==> config.mk <==
export PLATFORM = sky130hd
export DESIGN_NAME = detector_sentido
export DESIGN_NICKNAME = d
export VERILOG_FILES = /design/src/rtl/detector_pkg.sv /design/src/rtl/filtro_rebote.sv /design/src/rtl/detector_sentido.sv
export SDC_FILE = /design/constraint.sdc
export NUM_CORES = 1
export LEC_CHECK = 0
export CORE_AREA = 2 2 39 41
export CTS_CLUSTER_SIZE = 16
export DETAILED_ROUTE_END_ITERATION = 10
export DIE_AREA = 0 0 41 43
export PLACE_DENSITY = 0.68
export SYNTH_ARGS = -nofsm -noshare
export SYNTH_HDL_FRONTEND = slang
export SYNTH_SLANG_ARGS = --single-unit
==> constraint.sdc <==
create_clock -name clk -period 2.6 [get_ports clk]
set_clock_uncertainty 0.15 [all_clocks]
set_input_delay 0.39 -clock clk [delete_from_list [all_inputs] [get_ports clk]]
set_output_delay 0.39 -clock clk [all_outputs]
set_load 0.01 [all_outputs]
==> src/rtl/detector_pkg.sv <==
// Shared definitions for the passage-direction detector: FSM encoding and debounce default.
// Combinational constants only; no latency or flow control involved.
package detector_pkg;

   localparam int DEB_CYCLES_DEF = 4;

   // Entry path ENTx: outer beam first; exit path SALx: inner beam first.
   typedef enum logic [2:0] {
      IDLE = 3'd0,
      ENT1 = 3'd1,
      ENT2 = 3'd2,
      ENT3 = 3'd3,
      SAL1 = 3'd4,
      SAL2 = 3'd5,
      SAL3 = 3'd6,
      ERR  = 3'd7
   } estado_t;

endpackage

==> src/rtl/filtro_rebote.sv <==
// Beam sensor conditioner: 2-flop synchronizer, plus a debounce filter when DETECTOR_DEBOUNCE_EN is defined.
// Latency 2 clocks (sync only) or 2+DEB_CYCLES clocks (debounced); no backpressure, free-running.
module filtro_rebote
   import detector_pkg::*;
#(
   parameter int DEB_CYCLES = DEB_CYCLES_DEF
) (
   input  logic clk,
   input  logic rst,
   input  logic din,
   output logic dout
);

   if (DEB_CYCLES < 1 || DEB_CYCLES > 255) begin : g_rango
      $error("filtro_rebote: DEB_CYCLES out of range 1..255");
   end

   logic sync1;
   logic sync2;

   always_ff @(posedge clk or posedge rst) begin
      if (rst) begin
         sync1 <= 1'b0;
         sync2 <= 1'b0;
      end else begin
         sync1 <= din;
         sync2 <= sync1;
      end
   end

`ifdef DETECTOR_DEBOUNCE_EN
   localparam logic [7:0] CNT_MAX = 8'(DEB_CYCLES - 1);

   logic [7:0] cnt;
   logic       filt;

   // The filtered value only flips once the synchronized input has disagreed
   // with it for DEB_CYCLES clocks in a row; any agreement restarts the count.
   always_ff @(posedge clk or posedge rst) begin
      if (rst) begin
         cnt  <= '0;
         filt <= 1'b0;
      end else if (sync2 != filt) begin
         if (cnt == CNT_MAX) begin
            filt <= sync2;
            cnt  <= '0;
         end else begin
            cnt <= cnt + 8'd1;
         end
      end else begin
         cnt <= '0;
      end
   end

   assign dout = filt;
`else
   assign dout = sync2;
`endif

endmodule

==> src/rtl/detector_sentido.sv <==
// Two-beam passage direction detector: one-cycle s on entry, r on exit, err on illegal sequence (DETECTOR_DEBOUNCE_EN adds input debounce).
// Pulses appear 1 clock after the FSM sees the completing transition; no backpressure, pulses are fire-and-forget.
module detector_sentido
   import detector_pkg::*;
#(
   parameter int DEB_CYCLES = DEB_CYCLES_DEF
) (
   input  logic clk,
   input  logic rst,
   input  logic sa,
   input  logic sb,
   output logic s,
   output logic r,
   output logic err
);

   logic       fa;
   logic       fb;
   logic [1:0] par;
   estado_t    estado;
   estado_t    estado_sig;
   logic       s_sig;
   logic       r_sig;
   logic       err_sig;

   filtro_rebote #(.DEB_CYCLES(DEB_CYCLES)) u_filtro_a (
      .clk  (clk),
      .rst  (rst),
      .din  (sa),
      .dout (fa)
   );

   filtro_rebote #(.DEB_CYCLES(DEB_CYCLES)) u_filtro_b (
      .clk  (clk),
      .rst  (rst),
      .din  (sb),
      .dout (fb)
   );

   assign par = {fa, fb};

   always_ff @(posedge clk or posedge rst) begin
      if (rst) begin
         estado <= IDLE;
         s      <= 1'b0;
         r      <= 1'b0;
         err    <= 1'b0;
      end else begin
         estado <= estado_sig;
         s      <= s_sig;
         r      <= r_sig;
         err    <= err_sig;
      end
   end

   // Each state lists its legal beam pairs; anything else lands in ERR.
   always_comb begin
      estado_sig = estado;
      s_sig      = 1'b0;
      r_sig      = 1'b0;
      err_sig    = 1'b0;
      case (estado)
         IDLE: begin
            case (par)
               2'b10:   estado_sig = ENT1;
               2'b01:   estado_sig = SAL1;
               2'b11: begin
                  estado_sig = ERR;
                  err_sig    = 1'b1;
               end
               default: estado_sig = IDLE;
            endcase
         end
         ENT1: begin
            case (par)
               2'b10: estado_sig = ENT1;
               2'b11: estado_sig = ENT2;
               2'b00: estado_sig = IDLE;
               default: begin
                  estado_sig = ERR;
                  err_sig    = 1'b1;
               end
            endcase
         end
         ENT2: begin
            case (par)
               2'b11: estado_sig = ENT2;
               2'b01: estado_sig = ENT3;
               2'b10: estado_sig = ENT1;
               default: begin
                  estado_sig = ERR;
                  err_sig    = 1'b1;
               end
            endcase
         end
         ENT3: begin
            case (par)
               2'b01: estado_sig = ENT3;
               2'b00: begin
                  estado_sig = IDLE;
                  s_sig      = 1'b1;
               end
               2'b11: estado_sig = ENT2;
               default: begin
                  estado_sig = ERR;
                  err_sig    = 1'b1;
               end
            endcase
         end
         SAL1: begin
            case (par)
               2'b01: estado_sig = SAL1;
               2'b11: estado_sig = SAL2;
               2'b00: estado_sig = IDLE;
               default: begin
                  estado_sig = ERR;
                  err_sig    = 1'b1;
               end
            endcase
         end
         SAL2: begin
            case (par)
               2'b11: estado_sig = SAL2;
               2'b10: estado_sig = SAL3;
               2'b01: estado_sig = SAL1;
               default: begin
                  estado_sig = ERR;
                  err_sig    = 1'b1;
               end
            endcase
         end
         SAL3: begin
            case (par)
               2'b10: estado_sig = SAL3;
               2'b00: begin
                  estado_sig = IDLE;
                  r_sig      = 1'b1;
               end
               2'b11: estado_sig = SAL2;
               default: begin
                  estado_sig = ERR;
                  err_sig    = 1'b1;
               end
            endcase
         end
         ERR: begin
            // Silent until both beams are clear; no further err while held.
            if (par == 2'b00) estado_sig = IDLE;
         end
         default: estado_sig = IDLE;
      endcase
   end

endmodule

==> impl_metrics.toml <==
[status]
status = "complete, no violations"

[logic_synthesis]
ys_seq_area_frac = 0.4032
synth.distinct_cells = 23
ys_warn_count = 0
syn_avg_cell_area_um2 = 10.52
synth_edf_count = 0
synth_nets = 69
ys_ff_latch = 10
async_flop_share = 1.000
synth_area_um2 = 620.6
synth_ff_type = "dfrtp_1"
netlist_instances = 59

[floorplan]
die_x_um = 41
core-area_um2 = 1384
start_util = 0.4485
die_h_um = 43
die-area_um2 = 1763
rows = 14
num_io_pins = 7

[clock_tree]
cts_inserted_buffers = 3
cts_tree = "yes"
ctsRootBufferMaster = "clkbuf_4"
clkTransAtPathRegs_ns = 0.07
cts_resized = 0
htree_num_levels = 1
cts_max_path_buffers = 2
ctsHoldBuffers = 0
worstSkewPairLatency_ns = 0.26
cts.sinks = 10
cts_setup_buffers = 0

[place]
hpwl_um = 730.9
post-place-ws_ns = 0.9385
place_inst = 78
gp_congestion = 0.8389
io_buffer_count = 6

[timing]
setup_viol = 0
relSlewSlack = 0.6861
tightest_slew_ns = 0.4709
fin_crit_ns = 1.671
worst_slack_ns = 0.9290
drv_slew = 0
rsz0062_at_grt = "no"
max_freq_mhz = 598.5
hold_violations = 0
setup_tns_ns = 0
min_period_over_period = 0.6427
hold-worst-slack_ns = 0.1983

[routing]
wl_met1_um = 474
vias_per_cell = 5.146
wl_per_cell_um = 12.17
wl_met2_um = 503
route.vias.total = 422
wl_um = 998
highest_layer = "met3"
drtIter0Drc = 7
drc = 0
drt_first_pass_iters = 3
ant_nets = 0
wl_met3_um = 19

[global_route]
grt_use_total = 0.1524
antenna_found_initial = 0
grt_pass1_vias = 434
grt_max_degree = 15
grt_pass1_wl_mm = 1.821
grt_overflow = 0

[power]
total_power_mw = 0.6471
power_density_nw_per_um2 = 918.6
cellLeakagePower_nw = 0.3330
ir_drop_v = 0.0005035

[critical_path]
cp-startpoint = "u_filtro_a.dout"
r2r_start = "u_filtro_a.dout"
arrival_ns = 1.68
path_class = "reg2reg"
required_ns = 2.60
cp_max_fo = 5
critPathLaunchType = "flop"
endpoint_kind = "flop"

[layout]
final_common_cell = "dfrtp_1"
n_antenna_cell = 0
final_cell_mix = "dfrtp_1 (10), nor2_1 (6), ha_1 (6), clkdlybuf4s50_1 (6), inv_1 (5)"
fin_cells = 82
syn2layout_area_growth_pct = 13.51
nets = 77
ff_latch_area_um2 = 250.2
drive_above_1_share = 0.1061
n_fill_cell = 129
multi_input_area_um2 = 319.1

[run]
cap_violations = 0

[hold_path]
worstHoldStart = "u_filtro_b.sync1"
worstHoldPathType = "reg2reg"
==> stage by stage <==
stage	util	instance area, um2
after global routing	0.5090	704.4
final	0.5090	704.4
after detailed placement	0.4828	668.1
after global placement	0.4828	668.1
after CTS	0.5090	704.4
after floorplan	-	620.6
==> layer usage <==
layer  vias up  track usage
li1        217            -
met1       198       0.2184
met2         7       0.2188
met3         0      0.01571
met4         0      0.08000
met5         -            0
==> registers in the layout (all words and copies together) (netlist names) <==
register,flops
err,1
r,1
u_filtro_a.sync1,1
u_filtro_b.dout,1
u_filtro_b.sync1,1
s,1
estado,3
u_filtro_a.dout,1
==> cell usage after synthesis, drive strengths merged, types with 2 or more instances <==
cell type / instances / share of area
a21oi: 3 / 0.024
buf: 2 / 0.030
dfrtp: 10 / 0.40
ha: 6 / 0.12
inv: 5 / 0.030
mux2i: 4 / 0.065
nand2: 4 / 0.024
nor2: 6 / 0.036
nor2b: 2 / 0.020
nor3: 3 / 0.024
o21ai: 2 / 0.016
o221ai: 2 / 0.028
==> critical path: stages, from the launching register on <==
cell and delay, ns:
dfrtp_1 0.41, inv_1 0.09, ha_1 0.25, nor2_1 0.14
mux2i_1 0.09, a211o_1 0.30, a21o_1 0.15
==> area by class of cell <==
cell class / instances / area share
inverters: 5 / 0.02664
flip-flops and latches: 10 / 0.3552
clock buffers: 4 / 0.05151
well taps: 16 / 0.02842
multi-input cells: 41 / 0.4529
repair buffers: 6 / 0.08526
==> logic make-up (layout without fill, tap and decap cells) <==
| kind of cell | after synthesis | after routing | synth area share |
|---|---|---|---|
| simple gates | 18 | 18 | 0.1411 |
| buf+inv | 8 | 15 | 0.08266 |
| flops | 10 | 10 | 0.4032 |
| mux | 5 | 5 | 0.08266 |
| fa+ha+maj | 6 | 6 | 0.1210 |
| compound gates | 12 | 12 | 0.1694 |
==> report_power, final <==
part           switching [mW]  total (mW)  leakage [nW]  internal [mW]
logic                  0.0903       0.223         0.191          0.133
registers              0.0961       0.287         0.121          0.191
clock network          0.0514       0.136        0.0210         0.0849
total                   0.238       0.647         0.333          0.409
==> path summary, 6_finish.rpt <==
kind | endpoint | slack (ns) | cells after the start
worst min register to register | u_filtro_b.dout | 0.20 | 0
min in group asynchronous | estado[2] | 0.24 | 2
worst max-delay path | estado[0] | 0.93 | 6
max in group asynchronous | u_filtro_b.dout | 1.80 | 2
worst max register to register | estado[0] | 0.93 | 6
worst min-delay path | u_filtro_b.dout | 0.20 | 0
(Power assumes the default switching activity.)
